==> config.mk <==
export PLATFORM = sky130hd
export DESIGN_NAME = cv32e40x_xif_offload_ctrl_flat
export DESIGN_NICKNAME = d
export VERILOG_FILES = /design/src/rtl/cv32e40x_xif_offload_ctrl_if.sv /design/src/rtl/cv32e40x_xif_offload_ctrl.sv /design/src/flat_wrapper.sv
export SDC_FILE = /design/constraint.sdc
export NUM_CORES = 1
export LEC_CHECK = 0
export ABC_AREA = 1
export BUFFER_PORTS_ARGS = -buffer_cell sky130_fd_sc_hd__buf_2
export CORE_MARGIN = 2
export CORE_UTILIZATION = 46
export DETAILED_ROUTE_END_ITERATION = 12
export PLACE_DENSITY_LB_ADDON = 0.1
export SLEW_MARGIN = 5
export SYNTH_ARGS = -nofsm -noshare
export SYNTH_HDL_FRONTEND = slang
export SYNTH_SLANG_ARGS = --single-unit
==> constraint.sdc <==
create_clock -name clk -period 2.76 [get_ports clk]
set_input_delay 0.138 -clock clk [delete_from_list [all_inputs] [get_ports clk]]
set_output_delay 0.138 -clock clk [all_outputs]
set_load 0.01 [all_outputs]
==> src/rtl/cv32e40x_xif_offload_ctrl_if.sv <==
`default_nettype none
// +----------------------------------------------------------------------------+
// | cv32e40x_xif_offload_ctrl_if : offer, XIF issue/commit/result, RF bundle    |
// | Revision: 1.0                                                                |
// +----------------------------------------------------------------------------+
interface cv32e40x_xif_offload_ctrl_if #(
  parameter int X_ID_WIDTH  = 4,
  parameter int X_RFR_WIDTH = 32,
  parameter int X_RFW_WIDTH = 32
) ();
  logic                   off_valid;
  logic                   off_ready;
  logic [31:0]            off_instr;
  logic [X_ID_WIDTH-1:0]  off_id;
  logic [X_RFR_WIDTH-1:0] off_rs1;
  logic [X_RFR_WIDTH-1:0] off_rs2;
  logic                   off_kill;
  logic                   off_done;
  logic                   off_accept;

  logic                   x_issue_valid;
  logic                   x_issue_ready;
  logic [31:0]            x_issue_instr;
  logic [X_ID_WIDTH-1:0]  x_issue_id;
  logic [X_RFR_WIDTH-1:0] x_issue_rs0;
  logic [X_RFR_WIDTH-1:0] x_issue_rs1;
  logic [1:0]             x_issue_rs_valid;
  logic                   x_issue_accept;
  logic                   x_issue_writeback;

  logic                   x_commit_valid;
  logic [X_ID_WIDTH-1:0]  x_commit_id;
  logic                   x_commit_kill;

  logic                   x_result_valid;
  logic                   x_result_ready;
  logic [X_ID_WIDTH-1:0]  x_result_id;
  logic [X_RFW_WIDTH-1:0] x_result_data;
  logic [4:0]             x_result_rd;
  logic                   x_result_we;

  logic                   rf_stall;
  logic                   rf_we;
  logic [4:0]             rf_waddr;
  logic [X_RFW_WIDTH-1:0] rf_wdata;
  logic [3:0]             outstanding_cnt;
  logic                   err_unexp_result;

  modport master (
    input  off_valid, off_instr, off_id, off_rs1, off_rs2, off_kill,
    output off_ready, off_done, off_accept,
    output x_issue_valid, x_issue_instr, x_issue_id, x_issue_rs0, x_issue_rs1, x_issue_rs_valid,
    input  x_issue_ready, x_issue_accept, x_issue_writeback,
    output x_commit_valid, x_commit_id, x_commit_kill,
    input  x_result_valid, x_result_id, x_result_data, x_result_rd, x_result_we,
    output x_result_ready,
    input  rf_stall,
    output rf_we, rf_waddr, rf_wdata, outstanding_cnt, err_unexp_result
  );

  modport slave (
    output off_valid, off_instr, off_id, off_rs1, off_rs2, off_kill,
    input  off_ready, off_done, off_accept,
    input  x_issue_valid, x_issue_instr, x_issue_id, x_issue_rs0, x_issue_rs1, x_issue_rs_valid,
    output x_issue_ready, x_issue_accept, x_issue_writeback,
    input  x_commit_valid, x_commit_id, x_commit_kill,
    output x_result_valid, x_result_id, x_result_data, x_result_rd, x_result_we,
    input  x_result_ready,
    output rf_stall,
    input  rf_we, rf_waddr, rf_wdata, outstanding_cnt, err_unexp_result
  );
endinterface
`default_nettype wire

==> src/rtl/cv32e40x_xif_offload_ctrl.sv <==
`default_nettype none
// +----------------------------------------------------------------------------+
// | cv32e40x_xif_offload_ctrl : XIF initiator - issue, commit, result writeback |
// | Revision: 1.0                                                                |
// +----------------------------------------------------------------------------+
module cv32e40x_xif_offload_ctrl #(
  parameter int X_ID_WIDTH    = 4,
  parameter int X_RFR_WIDTH   = 32,
  parameter int X_RFW_WIDTH   = 32,
  parameter int X_OUTSTANDING = 4
) (
  input  wire logic                   clk,
  input  wire logic                   rst_n,
  cv32e40x_xif_offload_ctrl_if.master bus
);

  localparam logic [1:0] S_IDLE   = 2'd0;
  localparam logic [1:0] S_ISSUE  = 2'd1;
  localparam logic [1:0] S_COMMIT = 2'd2;

  localparam logic [X_OUTSTANDING-1:0] c_ONE = X_OUTSTANDING'(1);

  logic [1:0]             r_state;
  logic [1:0]             w_next_state;
  logic [31:0]            r_instr;
  logic [X_ID_WIDTH-1:0]  r_id;
  logic [X_RFR_WIDTH-1:0] r_rs0;
  logic [X_RFR_WIDTH-1:0] r_rs1;
  logic                   r_kill_sticky;
  logic                   r_commit_kill;
  logic                   r_err;

  logic [X_OUTSTANDING-1:0] r_valid;
  logic [X_ID_WIDTH-1:0]    r_tab_id [X_OUTSTANDING];

  logic [X_OUTSTANDING-1:0] w_off_match;
  logic [X_OUTSTANDING-1:0] w_res_match;
  logic [X_OUTSTANDING-1:0] w_alloc_vec;
  logic [X_OUTSTANDING-1:0] w_free_vec;
  logic [3:0]               w_cnt;
  logic                     w_off_ready;
  logic                     w_issue_valid;
  logic                     w_commit_valid;
  logic                     w_offer_hs;
  logic                     w_issue_hs;
  logic                     w_result_hs;
  logic                     w_res_hit;
  logic                     w_kill_eff;
  logic                     w_alloc;
  logic                     w_rf_we;

  generate
    for (genvar g = 0; g < X_OUTSTANDING; g++) begin : g_match
      assign w_off_match[g] = r_valid[g] && (r_tab_id[g] == bus.off_id);
      assign w_res_match[g] = r_valid[g] && (r_tab_id[g] == bus.x_result_id);
    end
  endgenerate

  always_comb begin
    w_cnt = 4'd0;
    for (int i = 0; i < X_OUTSTANDING; i++) begin
      w_cnt = w_cnt + {3'b000, r_valid[i]};
    end
  end

  assign w_offer_hs  = bus.off_valid && w_off_ready;
  assign w_issue_hs  = (r_state == S_ISSUE) && bus.x_issue_ready;
  assign w_result_hs = bus.x_result_valid && !bus.rf_stall;
  assign w_res_hit   = |w_res_match;
  assign w_kill_eff  = r_kill_sticky || bus.off_kill;
  assign w_alloc     = w_issue_hs && bus.x_issue_accept && bus.x_issue_writeback && !w_kill_eff;
  // Lowest clear bit of r_valid; the offer gate guarantees one exists when allocating.
  assign w_alloc_vec = w_alloc ? (~r_valid & (r_valid + c_ONE)) : '0;
  assign w_free_vec  = w_result_hs ? w_res_match : '0;
  assign w_rf_we     = w_result_hs && w_res_hit && bus.x_result_we && (bus.x_result_rd != 5'd0);

  always_ff @(posedge clk or negedge rst_n) begin
    if (!rst_n) begin
      r_state <= S_IDLE;
    end else begin
      r_state <= w_next_state;
    end
  end

  always_comb begin
    w_next_state = r_state;
    case (r_state)
      S_IDLE:   if (w_offer_hs) w_next_state = S_ISSUE;
      S_ISSUE:  if (bus.x_issue_ready) w_next_state = S_COMMIT;
      S_COMMIT: w_next_state = S_IDLE;
      default:  w_next_state = S_IDLE;
    endcase
  end

  always_comb begin
    w_off_ready    = 1'b0;
    w_issue_valid  = 1'b0;
    w_commit_valid = 1'b0;
    case (r_state)
      S_IDLE:   w_off_ready    = (w_cnt < 4'(X_OUTSTANDING)) && !(|w_off_match);
      S_ISSUE:  w_issue_valid  = 1'b1;
      S_COMMIT: w_commit_valid = 1'b1;
      default:  ;
    endcase
  end

  always_ff @(posedge clk or negedge rst_n) begin
    if (!rst_n) begin
      r_instr       <= '0;
      r_id          <= '0;
      r_rs0         <= '0;
      r_rs1         <= '0;
      r_kill_sticky <= 1'b0;
      r_commit_kill <= 1'b0;
      r_err         <= 1'b0;
    end else begin
      if (w_offer_hs) begin
        r_instr       <= bus.off_instr;
        r_id          <= bus.off_id;
        r_rs0         <= bus.off_rs1;
        r_rs1         <= bus.off_rs2;
        r_kill_sticky <= 1'b0;
      end else if ((r_state == S_ISSUE) && bus.off_kill) begin
        r_kill_sticky <= 1'b1;
      end
      // A rejected offload is committed as killed so the coprocessor can retire its ID.
      if (w_issue_hs) begin
        r_commit_kill <= w_kill_eff || !bus.x_issue_accept;
      end
      if (w_result_hs && !w_res_hit) begin
        r_err <= 1'b1;
      end
    end
  end

  always_ff @(posedge clk or negedge rst_n) begin
    if (!rst_n) begin
      r_valid <= '0;
      for (int i = 0; i < X_OUTSTANDING; i++) begin
        r_tab_id[i] <= '0;
      end
    end else begin
      for (int i = 0; i < X_OUTSTANDING; i++) begin
        if (w_alloc_vec[i]) begin
          r_valid[i]  <= 1'b1;
          r_tab_id[i] <= r_id;
        end else if (w_free_vec[i]) begin
          r_valid[i] <= 1'b0;
        end
      end
    end
  end

  assign bus.off_ready        = w_off_ready;
  assign bus.off_done         = w_commit_valid;
  assign bus.off_accept       = w_commit_valid && !r_commit_kill;
  assign bus.x_issue_valid    = w_issue_valid;
  assign bus.x_issue_instr    = r_instr;
  assign bus.x_issue_id       = r_id;
  assign bus.x_issue_rs0      = r_rs0;
  assign bus.x_issue_rs1      = r_rs1;
  assign bus.x_issue_rs_valid = w_issue_valid ? 2'b11 : 2'b00;
  assign bus.x_commit_valid   = w_commit_valid;
  assign bus.x_commit_id      = w_commit_valid ? r_id : '0;
  assign bus.x_commit_kill    = w_commit_valid && r_commit_kill;
  assign bus.x_result_ready   = !bus.rf_stall;
  assign bus.rf_we            = w_rf_we;
  assign bus.rf_waddr         = w_rf_we ? bus.x_result_rd : 5'd0;
  assign bus.rf_wdata         = w_rf_we ? bus.x_result_data : {X_RFW_WIDTH{1'b0}};
  assign bus.outstanding_cnt  = w_cnt;
  assign bus.err_unexp_result = r_err;

endmodule
`default_nettype wire

==> src/flat_wrapper.sv <==
// flat-port wrapper written by rule: the top's interface ports become plain ports
module cv32e40x_xif_offload_ctrl_flat 
#(
  parameter int X_ID_WIDTH    = 4,
  parameter int X_RFR_WIDTH   = 32,
  parameter int X_RFW_WIDTH   = 32,
  parameter int X_OUTSTANDING = 4
)
  (clk, rst_n, bus_off_valid, bus_off_instr, bus_off_id, bus_off_rs1, bus_off_rs2, bus_off_kill, bus_off_ready, bus_off_done, bus_off_accept, bus_x_issue_valid, bus_x_issue_instr, bus_x_issue_id, bus_x_issue_rs0, bus_x_issue_rs1, bus_x_issue_rs_valid, bus_x_issue_ready, bus_x_issue_accept, bus_x_issue_writeback, bus_x_commit_valid, bus_x_commit_id, bus_x_commit_kill, bus_x_result_valid, bus_x_result_id, bus_x_result_data, bus_x_result_rd, bus_x_result_we, bus_x_result_ready, bus_rf_stall, bus_rf_we, bus_rf_waddr, bus_rf_wdata, bus_outstanding_cnt, bus_err_unexp_result);
  cv32e40x_xif_offload_ctrl_if #(.X_ID_WIDTH(X_ID_WIDTH), .X_RFR_WIDTH(X_RFR_WIDTH), .X_RFW_WIDTH(X_RFW_WIDTH)) bus_i ();
  input  wire logic clk;
  input  wire logic rst_n;
  input wire logic [$bits(bus_i.off_valid)-1:0] bus_off_valid;
  input wire logic [$bits(bus_i.off_instr)-1:0] bus_off_instr;
  input wire logic [$bits(bus_i.off_id)-1:0] bus_off_id;
  input wire logic [$bits(bus_i.off_rs1)-1:0] bus_off_rs1;
  input wire logic [$bits(bus_i.off_rs2)-1:0] bus_off_rs2;
  input wire logic [$bits(bus_i.off_kill)-1:0] bus_off_kill;
  output wire logic [$bits(bus_i.off_ready)-1:0] bus_off_ready;
  output wire logic [$bits(bus_i.off_done)-1:0] bus_off_done;
  output wire logic [$bits(bus_i.off_accept)-1:0] bus_off_accept;
  output wire logic [$bits(bus_i.x_issue_valid)-1:0] bus_x_issue_valid;
  output wire logic [$bits(bus_i.x_issue_instr)-1:0] bus_x_issue_instr;
  output wire logic [$bits(bus_i.x_issue_id)-1:0] bus_x_issue_id;
  output wire logic [$bits(bus_i.x_issue_rs0)-1:0] bus_x_issue_rs0;
  output wire logic [$bits(bus_i.x_issue_rs1)-1:0] bus_x_issue_rs1;
  output wire logic [$bits(bus_i.x_issue_rs_valid)-1:0] bus_x_issue_rs_valid;
  input wire logic [$bits(bus_i.x_issue_ready)-1:0] bus_x_issue_ready;
  input wire logic [$bits(bus_i.x_issue_accept)-1:0] bus_x_issue_accept;
  input wire logic [$bits(bus_i.x_issue_writeback)-1:0] bus_x_issue_writeback;
  output wire logic [$bits(bus_i.x_commit_valid)-1:0] bus_x_commit_valid;
  output wire logic [$bits(bus_i.x_commit_id)-1:0] bus_x_commit_id;
  output wire logic [$bits(bus_i.x_commit_kill)-1:0] bus_x_commit_kill;
  input wire logic [$bits(bus_i.x_result_valid)-1:0] bus_x_result_valid;
  input wire logic [$bits(bus_i.x_result_id)-1:0] bus_x_result_id;
  input wire logic [$bits(bus_i.x_result_data)-1:0] bus_x_result_data;
  input wire logic [$bits(bus_i.x_result_rd)-1:0] bus_x_result_rd;
  input wire logic [$bits(bus_i.x_result_we)-1:0] bus_x_result_we;
  output wire logic [$bits(bus_i.x_result_ready)-1:0] bus_x_result_ready;
  input wire logic [$bits(bus_i.rf_stall)-1:0] bus_rf_stall;
  output wire logic [$bits(bus_i.rf_we)-1:0] bus_rf_we;
  output wire logic [$bits(bus_i.rf_waddr)-1:0] bus_rf_waddr;
  output wire logic [$bits(bus_i.rf_wdata)-1:0] bus_rf_wdata;
  output wire logic [$bits(bus_i.outstanding_cnt)-1:0] bus_outstanding_cnt;
  output wire logic [$bits(bus_i.err_unexp_result)-1:0] bus_err_unexp_result;
  assign bus_i.off_valid = bus_off_valid;
  assign bus_i.off_instr = bus_off_instr;
  assign bus_i.off_id = bus_off_id;
  assign bus_i.off_rs1 = bus_off_rs1;
  assign bus_i.off_rs2 = bus_off_rs2;
  assign bus_i.off_kill = bus_off_kill;
  assign bus_off_ready = bus_i.off_ready;
  assign bus_off_done = bus_i.off_done;
  assign bus_off_accept = bus_i.off_accept;
  assign bus_x_issue_valid = bus_i.x_issue_valid;
  assign bus_x_issue_instr = bus_i.x_issue_instr;
  assign bus_x_issue_id = bus_i.x_issue_id;
  assign bus_x_issue_rs0 = bus_i.x_issue_rs0;
  assign bus_x_issue_rs1 = bus_i.x_issue_rs1;
  assign bus_x_issue_rs_valid = bus_i.x_issue_rs_valid;
  assign bus_i.x_issue_ready = bus_x_issue_ready;
  assign bus_i.x_issue_accept = bus_x_issue_accept;
  assign bus_i.x_issue_writeback = bus_x_issue_writeback;
  assign bus_x_commit_valid = bus_i.x_commit_valid;
  assign bus_x_commit_id = bus_i.x_commit_id;
  assign bus_x_commit_kill = bus_i.x_commit_kill;
  assign bus_i.x_result_valid = bus_x_result_valid;
  assign bus_i.x_result_id = bus_x_result_id;
  assign bus_i.x_result_data = bus_x_result_data;
  assign bus_i.x_result_rd = bus_x_result_rd;
  assign bus_i.x_result_we = bus_x_result_we;
  assign bus_x_result_ready = bus_i.x_result_ready;
  assign bus_i.rf_stall = bus_rf_stall;
  assign bus_rf_we = bus_i.rf_we;
  assign bus_rf_waddr = bus_i.rf_waddr;
  assign bus_rf_wdata = bus_i.rf_wdata;
  assign bus_outstanding_cnt = bus_i.outstanding_cnt;
  assign bus_err_unexp_result = bus_i.err_unexp_result;
  cv32e40x_xif_offload_ctrl #(.X_ID_WIDTH(X_ID_WIDTH), .X_RFR_WIDTH(X_RFR_WIDTH), .X_RFW_WIDTH(X_RFW_WIDTH), .X_OUTSTANDING(X_OUTSTANDING)) u_core (.clk(clk), .rst_n(rst_n), .bus(bus_i));
endmodule
Word-level counts from Yosys, hierarchy flattened:

Index checks and enable logic that the tools add are counted.

* register bits after elaboration: 125
* bits of input ports: 151
* output and inout port bits: 156
* logic and storage cells: 97

* add/sub/neg operators: 4
* order comparisons: 1
* eq/ne operators: 12
* multiplexer cells: 22
* bitwise logic cells: 2
* reductions and logical operators: 40

Operators with widths (number)
* $eq A4 B4 Y1: 8
* $mux W32: 1
* $logic_and A1 B1 Y1: 22
* $mux W1: 13
* $mux W4: 3
* $reduce_bool A2 Y1: 5
* $add A4 B1 Y4: 2
* $reduce_or A4 Y1: 2
* $logic_not A1 Y1: 6
* $mux W2: 3
* $mux W5: 1
* $reduce_bool A5 Y1: 1
* $add A4 B1 Y4 const B: 1
* $and A4 B4 Y4: 1
* $lt A4 B3 Y1 const B: 1
* $not A4 Y4: 1
* $pmux W2 S2: 1
* $add A1 B1 Y2: 1
* $eq A2 B1 Y1 const B: 1
* $eq A2 B2 Y1 const B: 1
* $logic_not A2 Y1: 1
* $logic_or A1 B1 Y1: 2
* $ne A2 B1 Y1 const B: 1
* $ne A2 B2 Y1 const B: 1
* $reduce_and A2 Y1: 1

Longest topological paths before layout:

Gate-level depths: netlist of run 1.

* depth after elaboration: 9
* mapped depth: 12

Worst setup path after synthesis of run 1:

No wires, ideal clock.

* path type: register -> register
* start: register u_core.r_valid[1]
* end: register u_core.r_instr[0] (netlist: u_core.bus.x_issue_instr[0])
* data arrival time: 2.167 ns
* data required time: 2.694 ns
* path slack: 0.526 ns
* stages on the path, launching flop included: 12
* period minus slack after synthesis: 2.234 ns
* path through: dfrtp_1 > inv_1 > ha_1 > inv_1 > fa_1 > ha_1 > nand3b_1 > nor2_1 > buf_2 > buf_2 > nand4_1 > nand2_1

* longest elaborated chain between the ends: 7

Ends and longest elaborated chain
* start: declaration: RTL line cv32e40x_xif_offload_ctrl.sv:33 `logic [X_OUTSTANDING-1:0] r_valid;`
* start signal: assignment: RTL line cv32e40x_xif_offload_ctrl.sv:138 `r_valid <= '0;`
* start signal: indexed assignment: RTL line cv32e40x_xif_offload_ctrl.sv:145 `r_valid[i] <= 1'b1;`
* start signal: indexed assignment: RTL line cv32e40x_xif_offload_ctrl.sv:148 `r_valid[i] <= 1'b0;`
* $add A1 B1 Y2: RTL line cv32e40x_xif_offload_ctrl.sv:62 `w_cnt = w_cnt + {3'b000, r_valid[i]};`
* $add A4 B1 Y4 (2 in series): RTL line cv32e40x_xif_offload_ctrl.sv:62
* via bus_outstanding_cnt[2]: RTL line flat_wrapper.sv:44 `output wire logic [$bits(bus_i.outstanding_cnt)-1:0] bus_outstanding_cnt;`
* $lt A4 B3 Y1: RTL line cv32e40x_xif_offload_ctrl.sv:100 `S_IDLE: w_off_ready = (w_cnt < 4'(X_OUTSTANDING)) && !(|w_off_match);`
* $logic_and A1 B1 Y1: RTL line cv32e40x_xif_offload_ctrl.sv:100
* $mux W1: RTL line cv32e40x_xif_offload_ctrl.sv:99 `case (r_state)`
* $logic_and A1 B1 Y1: RTL line cv32e40x_xif_offload_ctrl.sv:66 `assign w_offer_hs = bus.off_valid && w_off_ready;`
* end signal: assignment: RTL line cv32e40x_xif_offload_ctrl.sv:118 `r_instr <= bus.off_instr;`
* end: declaration: RTL line cv32e40x_xif_offload_ctrl.sv:25 `logic [31:0] r_instr;`

The timed path passes the listed nets, and every way through them passes these cells.
A chain may end at the register's enable or synchronous reset.

Worst setup path after layout of run 1:

* start: register u_core.r_valid[1]
* end: output port bus_off_ready

* longest elaborated chain between the ends: 6

Ends and longest elaborated chain
* $add A1 B1 Y2: RTL line cv32e40x_xif_offload_ctrl.sv:62
* $add A4 B1 Y4 (2 in series): RTL line cv32e40x_xif_offload_ctrl.sv:62
* $lt A4 B3 Y1: RTL line cv32e40x_xif_offload_ctrl.sv:100
* $logic_and A1 B1 Y1 (*): RTL line cv32e40x_xif_offload_ctrl.sv:100
* $mux W1 (*): RTL line cv32e40x_xif_offload_ctrl.sv:99
* end: declaration: RTL line flat_wrapper.sv:19 `output wire logic [$bits(bus_i.off_ready)-1:0] bus_off_ready;`

Every way passes the cells marked *; elsewhere a longest branch is shown, timed or not.

==> results of run 1 <==
-- logic make-up after synthesis --
| kind of cell | synth area share |
|---|---|
| flops | 0.506 |
| fa+ha+maj | 0.00932 |
| mux | 0.00182 |
| simple gates | 0.337 |
| buf+inv | 0.108 |
| xor+xnor | 0.0113 |
| compound gates | 0.0249 |
| other cells | 0.000607 |
-- synth_stat cells, drive strengths merged, types with 2 or more instances --
master and instances:
nand2 282, dfrtp 125, nand4 101, inv 83, nor2 71, buf 39, o21ai 19, clkbuf 13
nand3 13, xnor2 7, a21oi 5, ha 3, nor3 2, or2 2
-- flip-flops by register name, summed over array words and instances, names as in the netlist --
name	count
u_core.r_commit_kill	1
u_core.r_tab_id	16
u_core.bus.x_issue_rs1	32
u_core.bus.x_issue_rs0	32
u_core.bus.x_issue_instr	32
u_core.bus.x_issue_id	4
u_core.r_kill_sticky	1
u_core.r_valid	4
u_core.bus.err_unexp_result	1
u_core.r_state	2
-- through the flow --
| stage | total power [W] | setup slack [ns] |
|---|---|---|
| 2_1_floorplan | 0.00574 | 0.526 |
| 3_3_place_gp | 0.00715 | 0.342 |
| 3_5_place_dp | 0.00720 | 0.312 |
| 4_1_cts | 0.00936 | 0.171 |
| 5_1_grt | 0.0100 | 0.0693 |
| 6_report | 0.00940 | 0.189 |
-- timing repair --
action | in CTS | in global routing
setup endpoints to repair | 0 | 1
endpoints found under the hold margin | 140 | 0
resized for setup | 0 | 1
hold buffers | 98 | 0
-- worst paths after layout --
kind	from	end	slack, ns	cells past startpoint
hold / removal	bus_off_kill	u_core.r_kill_sticky	0.05	4
setup / recovery	u_core.r_valid[1]	bus_off_ready	0.19	8
setup reg to reg	u_core.r_valid[1]	u_core.bus.x_issue_rs1[11]	0.20	10
hold reg to reg	u_core.bus.x_issue_rs0[9]	u_core.bus.x_issue_rs0[9]	0.46	2
max in group asynchronous	rst_n	u_core.bus.x_issue_rs0[14]	1.73	3
min in group asynchronous	rst_n	u_core.bus.x_issue_instr[1]	0.28	2
-- worst max-delay path, delay by kind of cell, from the launching register on --
family,cells,cell delay (ns)
adders and majority gates,3,0.82
and+or+nand+nor,2,0.50
DFF,1,0.39
buffers and inverters,3,0.32
-- power groups by stage --
stage          Clock (W)  Combinational [W]  Sequential [W]
5_1_grt          0.00214            0.00456         0.00334
4_1_cts          0.00205            0.00408         0.00323
3_5_place_dp           0            0.00397         0.00323
6_report         0.00202            0.00413         0.00325
3_3_place_gp           0            0.00391         0.00323
2_1_floorplan          0            0.00222         0.00352
-- final cells by class --
class / count / area, µm²
flip-flops and latches: 125 / 3130
fillers: 1068 / 3950
multi-input cells: 516 / 2410
well taps: 176 / 220
repair buffers: 416 / 2650
inverters: 83 / 312
clock buffers: 20 / 457
clock inverters: 9 / 72.6
-- layer usage --
| metal | wire length (µm) | GRT usage | up-vias | share of wire |
|---|---|---|---|---|
| li1 | - | - | 3242 | - |
| met1 | 7880 | 0.322 | 3131 | 0.37 |
| met4 | 675 | 0.135 | 0 | 0.032 |
| met2 | 11000 | 0.525 | 304 | 0.52 |
| met5 | 0 | 0 | - | 0 |
| met3 | 1490 | 0.0722 | 61 | 0.071 |
==> metrics.md, run 1 <==
| Metric | Value |
|---|---|
| Total of max-cap violations | 0 |
| Clk pin slew, worst setup/hold paths | around 0.05 ns |
| Post-synth top area share | 0.506 |
| Post-synthesis cell area | roughly 0.0062 mm² |
| # DRC | 0 |
| Crit end category | output port |
| Comb power frac | 0.439 |
| Yosys warnings | 0 |
| Hold WC Path Type | input pin to register |
| Sink Count | 125 |
| Fmax | roughly 0.39 GHz |
| H-tree levels | 4 |
| Delay of the slowest critical-path stage | between 0.3 and 0.4 ns |
| Final Skew | approximately 0.0067 ns |
| Global Route Usage Sum | 0.291 |
| CTS buffer count | 17 |
| Sw Ratio | 0.415 |
| Asr flop ratio synth | 1.00 |
| Psw | 0.00390 W |
| Initial antenna violation count | 0 |
| CP max stage cell | dfrtp_1 |
| Worst Path Max Fanout | 4 |
| Initial Utilization | 0.468 |
| Most common cell after layout, fill and taps aside | buf_2 |
| Routed vias/inst | roughly 5 |
| Die area | approximately 0.014 mm² |
| Leak | roughly 5.4 nW |
| Largest net degree at the start of global routing | 88 |
| Port Buffers | approximately 310 |
| Vias in the first global route | roughly 6.7k |
| Nets | approximately 1.3k |
| Root buf cell | clkbuf_16 |
| Post-Layout Cell Count | about 1.3k |
| Die Wd | 120 µm |
| Max transition margin | 0.602 |
| DPL Wire Length | roughly 13000 µm |
| Die Ht | 120 µm |
| Ports | 307 |
| Worst Tran Pin Value | around 0.6 ns |
| Post-route cell area | around 0.0092 mm² |
| Setup repair bufs after CTS | 0 |
| Clk pwr share | 0.215 |
| Final setup TNS | 0 ns |
| Number of DRC markers in iteration 0 | roughly 480 |
| Antenna-violating nets left | 0 |
| RSZ-0062 raised after global routing | no |
| Row cnt | 42 |
| Peak supply drop | 0.000748 V |
| Commonest cells after routing, fill and taps aside | 303 x buf_2, 282 x nand2_1, 125 x dfrtp_1 |
| Synthesized flop and latch total | ~130 |
| Sequential fraction of the synthesis area | 0.506 |
| P&R area growth vs syn | 49.7% |
| EDFF count, synth | 0 |
| Core area | approximately 0.013 mm² |
| Gate count of the mapped netlist | between 700 and 800 |
| Diode count | 0 |
| Worst Hold Margin | roughly 0.046 ns |
| Startpoint Class | register |
| Internal power | between 0.005 and 0.006 W |
| Largest cells by area after synthesis | dfrtp_1 51%, nand2_1 17%, nand4_1 10% |
| Status | completed |
| CTS tree | done |
| Hold Fails Final Rpt | 0 |
| Most used flip-flop cell after synthesis | dfrtp_1 |
| Cell area power density | between 1000 and 1500 mW/mm² |
| Clock Path Buffers | 2 |
| Routed WL | 21100 µm |
| Drt wl/cell | ~16 µm |
| GP Congestion | 0.963 |
| Syn nets | between 900 and 1k |
| Sequential group share of total power | 0.346 |
| DP Cell Count | approximately 1.2k |
| Max Transition Viols Final | 0 |
| Dominant cell type by area after synthesis | dfrtp_1 |
| Syn avg cell area | 7.96 µm² |
| Critical Path RT | approximately 2.6 ns |
| Worst endpoint data arrival time | roughly 2.4 ns |
| Path type of the worst setup path | register to output port |
| Worst-Skew Late Latency | roughly 0.42 ns |
| First-pass iteration count of the detailed router | 6 |
| Fin crit period | 2.57 ns |
| Count of final setup violators | 0 |
| Final core occ | 0.701 |
| Grt total ovfl | 0 |
| Share of cells above drive strength 1 | 0.305 |
| Vias | around 6.7k |
| Post-DP Area | between 0.007 and 0.008 mm² |
| First-pass GRT wire length | approximately 33000 µm |
| Synth cell types | 32 |
| Final worst-path cycle share | 0.931 |
| Worst path cell trace | inv_1 > ha_1 > inv_1 > fa_1 > ha_1 > nand3b_1 > nor4_1 > buf_2 |
Note: power is estimated with default switching activity, not from simulation.
==> run 2, diff against run 1 <==
--- a/config.mk
+++ b/config.mk
@@ -8,7 +8,8 @@
 export ABC_AREA = 1
 export BUFFER_PORTS_ARGS = -buffer_cell sky130_fd_sc_hd__buf_2
 export CORE_MARGIN = 2
-export CORE_UTILIZATION = 46
+export CORE_UTILIZATION = 42
+export CTS_CLUSTER_DIAMETER = 30
 export DETAILED_ROUTE_END_ITERATION = 12
 export PLACE_DENSITY_LB_ADDON = 0.1
 export SLEW_MARGIN = 5
==> constraint.sdc (replaced) <==
create_clock -name clk -period 2.3 [get_ports clk]
set_input_delay 0.115 -clock clk [delete_from_list [all_inputs] [get_ports clk]]
set_output_delay 0.115 -clock clk [all_outputs]
set_load 0.01 [all_outputs]
==> metrics.md, run 2 (synthesized netlist as in run 1, its figures left out) <==
| Metric | Value |
|---|---|
| Final worst-path cycle share | 1.05 |
| Number of DRC markers in iteration 0 | 507 (+6.5%) |
| Initial Utilization | 0.428 (-0.0400) |
| Root buf cell | clkbuf_16 |
| Routed vias/inst | 5.00 (-0.16%) |
| First-pass GRT wire length | 35600 µm (+8.6%) |
| Fin crit period | between 2 and 2.5 ns |
| Crit end category | register |
| Total of max-cap violations | 0 (unchanged) |
| RSZ-0062 raised after global routing | yes |
| Hold WC Path Type | input pin to register |
| Count of final setup violators | 102 (+102) |
| Commonest cells after routing, fill and taps aside | 302 x buf_2, 266 x nand2_1, 125 x dfrtp_1 |
| Max transition margin | 0.623 (+0.0211) |
| Grt total ovfl | 0 (unchanged) |
| Nets | 1354 (+3.0%) |
| Startpoint Class | register |
| Clock Path Buffers | 2 (unchanged) |
| Routed WL | 23300 µm (+11%) |
| Path type of the worst setup path | register to register |
| Worst Path Max Fanout | 8 (+4) |
| Initial antenna violation count | 0 (unchanged) |
| Worst endpoint data arrival time | 2.77 ns (+0.34 ns) |
| Hold Fails Final Rpt | 0 (unchanged) |
| Leak | 5.74 nW (+6.8%) |
| Ports | 307 (unchanged) |
| CTS buffer count | 17 (unchanged) |
| CTS tree | done |
| Global Route Usage Sum | 0.286 (-0.00517) |
| Core area | 0.0144 mm² (+9.4%) |
| First-pass iteration count of the detailed router | 5 (-1) |
| # DRC | 0 (unchanged) |
| Die Ht | 125 µm (+4.5%) |
| Max Transition Viols Final | 0 (unchanged) |
| Status | complete, but fails checks |
| Diode count | 0 (unchanged) |
| Share of cells above drive strength 1 | 0.351 (+0.0461) |
| Cell area power density | 1300 mW/mm² (+28%) |
| Violated checks | negative setup slack |
| Antenna-violating nets left | 0 (unchanged) |
| Fillcell total | 1096 (+2.6%) |
| Fmax | 0.413 GHz |
| Port Buffers | 305 (unchanged) |
| Drt wl/cell | 16.7 µm (+6.7%) |
| Clk pin slew, worst setup/hold paths | 0.06 ns (about the same) |
| Sink Count | 125 (unchanged) |
| Largest net degree at the start of global routing | 60 (-32%) |
| Peak supply drop | 0.000865 V (+16%) |
| Final Skew | 0.00979 ns (+0.00305 ns) |
| Area of the multi-input gates | 0.00251 mm² (+4.5%) |
| DPL Wire Length | 14300 µm (+6.8%) |
| Final setup slack of the worst path | -0.122 ns (-0.312 ns) |
| Worst Tran Pin Value | 0.565 ns (-0.0317 ns) |
| Vias | 6982 (+3.6%) |
| Critical Path RT | 2.65 ns (+0.03 ns) |
| Register area | 0.00313 mm² (unchanged) |
| Row cnt | 44 (+4.8%) |
| Worst-Skew Late Latency | 0.42 ns (about the same) |
| H-tree levels | 4 (unchanged) |
| Die area | 0.0157 mm² (+9.2%) |
| Most common cell after layout, fill and taps aside | buf_2 |
| PnR Total Power | 0.0132 W (+40%) |
| Vias in the first global route | 6960 (+4.6%) |
| Worst Hold Margin | 0.0408 ns (-0.00520 ns) |
| Die Wd | 125 µm (+4.5%) |
| P&R area growth vs syn | 63.9% |
| GP Congestion | 0.866 (-10%) |
==> run 2: where the power goes <==
group          total [W]  internal, W  switching [W]
logic            0.00671      0.00312        0.00360
clock network    0.00254      0.00152        0.00102
registers        0.00394      0.00323       0.000716
==> run 2: timing repair <==
item,CTS,global route
pin swaps,63,46
buffers inserted,5,2
resized for setup,46,14
cloned,13,5
hold endpoints to repair,137,0
setup endpoints to repair,123,135
hold buffers,98,0
==> run 2: area by class of cell <==
| cell class | instances | area share |
|---|---|---|
| clock buffers | 19 | 0.0438 |
| flip-flops and latches | 125 | 0.309 |
| clock inverters | 13 | 0.0116 |
| multi-input cells | 518 | 0.248 |
| inverters | 83 | 0.0308 |
| repair buffers | 454 | 0.334 |
| well taps | 184 | 0.0227 |
==> run 2: final timing paths <==
kind,start,depth (start not counted),slack (ns),endpoint
max reg2reg,u_core.r_valid[0],12,-0.12,u_core.bus.x_issue_instr[18]
min in group asynchronous,rst_n,2,0.24,u_core.bus.x_issue_rs1[27]
max,u_core.r_valid[0],12,-0.12,u_core.bus.x_issue_instr[18]
min reg2reg,u_core.bus.x_issue_rs0[2],2,0.46,u_core.bus.x_issue_rs0[2]
min,bus_off_id[3],3,0.04,u_core.bus.x_issue_id[3]
max in group asynchronous,rst_n,3,1.33,u_core.bus.x_issue_rs0[1]
==> run 2: metal layers <==
metal | part of all wire | GRT usage | vias to the layer above
li1 | - | - | 3338
met1 | 0.39 | 0.329 | 3221
met2 | 0.50 | 0.493 | 346
met3 | 0.071 | 0.0715 | 77
met4 | 0.049 | 0.150 | 0
met5 | 0 | 0 | -
==> run 2: metrics by stage <==
| stage | setup TNS [ns] | instances | cell area [µm²] | worst slack (ns) | util |
|---|---|---|---|---|---|
| 3_3_place_gp | 0 | 1241 | 7910 | 0.0123 | 0.548 |
| 4_1_cts | -4.50 | 1389 | 9940 | -0.0900 | 0.689 |
| 2_1_floorplan | 0 | 776 | 6180 | 0.0664 | - |
| 5_1_grt | -15.67 | 1396 | 10100 | -0.209 | 0.702 |
| 6_report | -5.44 | 1396 | 10100 | -0.122 | 0.702 |
| 3_5_place_dp | -1.44 | 1241 | 7910 | -0.0325 | 0.548 |
==> run 2: critical path, stage by stage, from the launching register on <==
cell	delay (ns)
dfrtp_1	0.41
ha_4	0.28
inv_2	0.03
fa_2	0.32
ha_2	0.18
nand3b_1	0.17
buf_4	0.15
nor2_4	0.12
buf_6	0.16
buf_12	0.16
buf_16	0.12
nand4_1	0.13
nand2_1	0.11
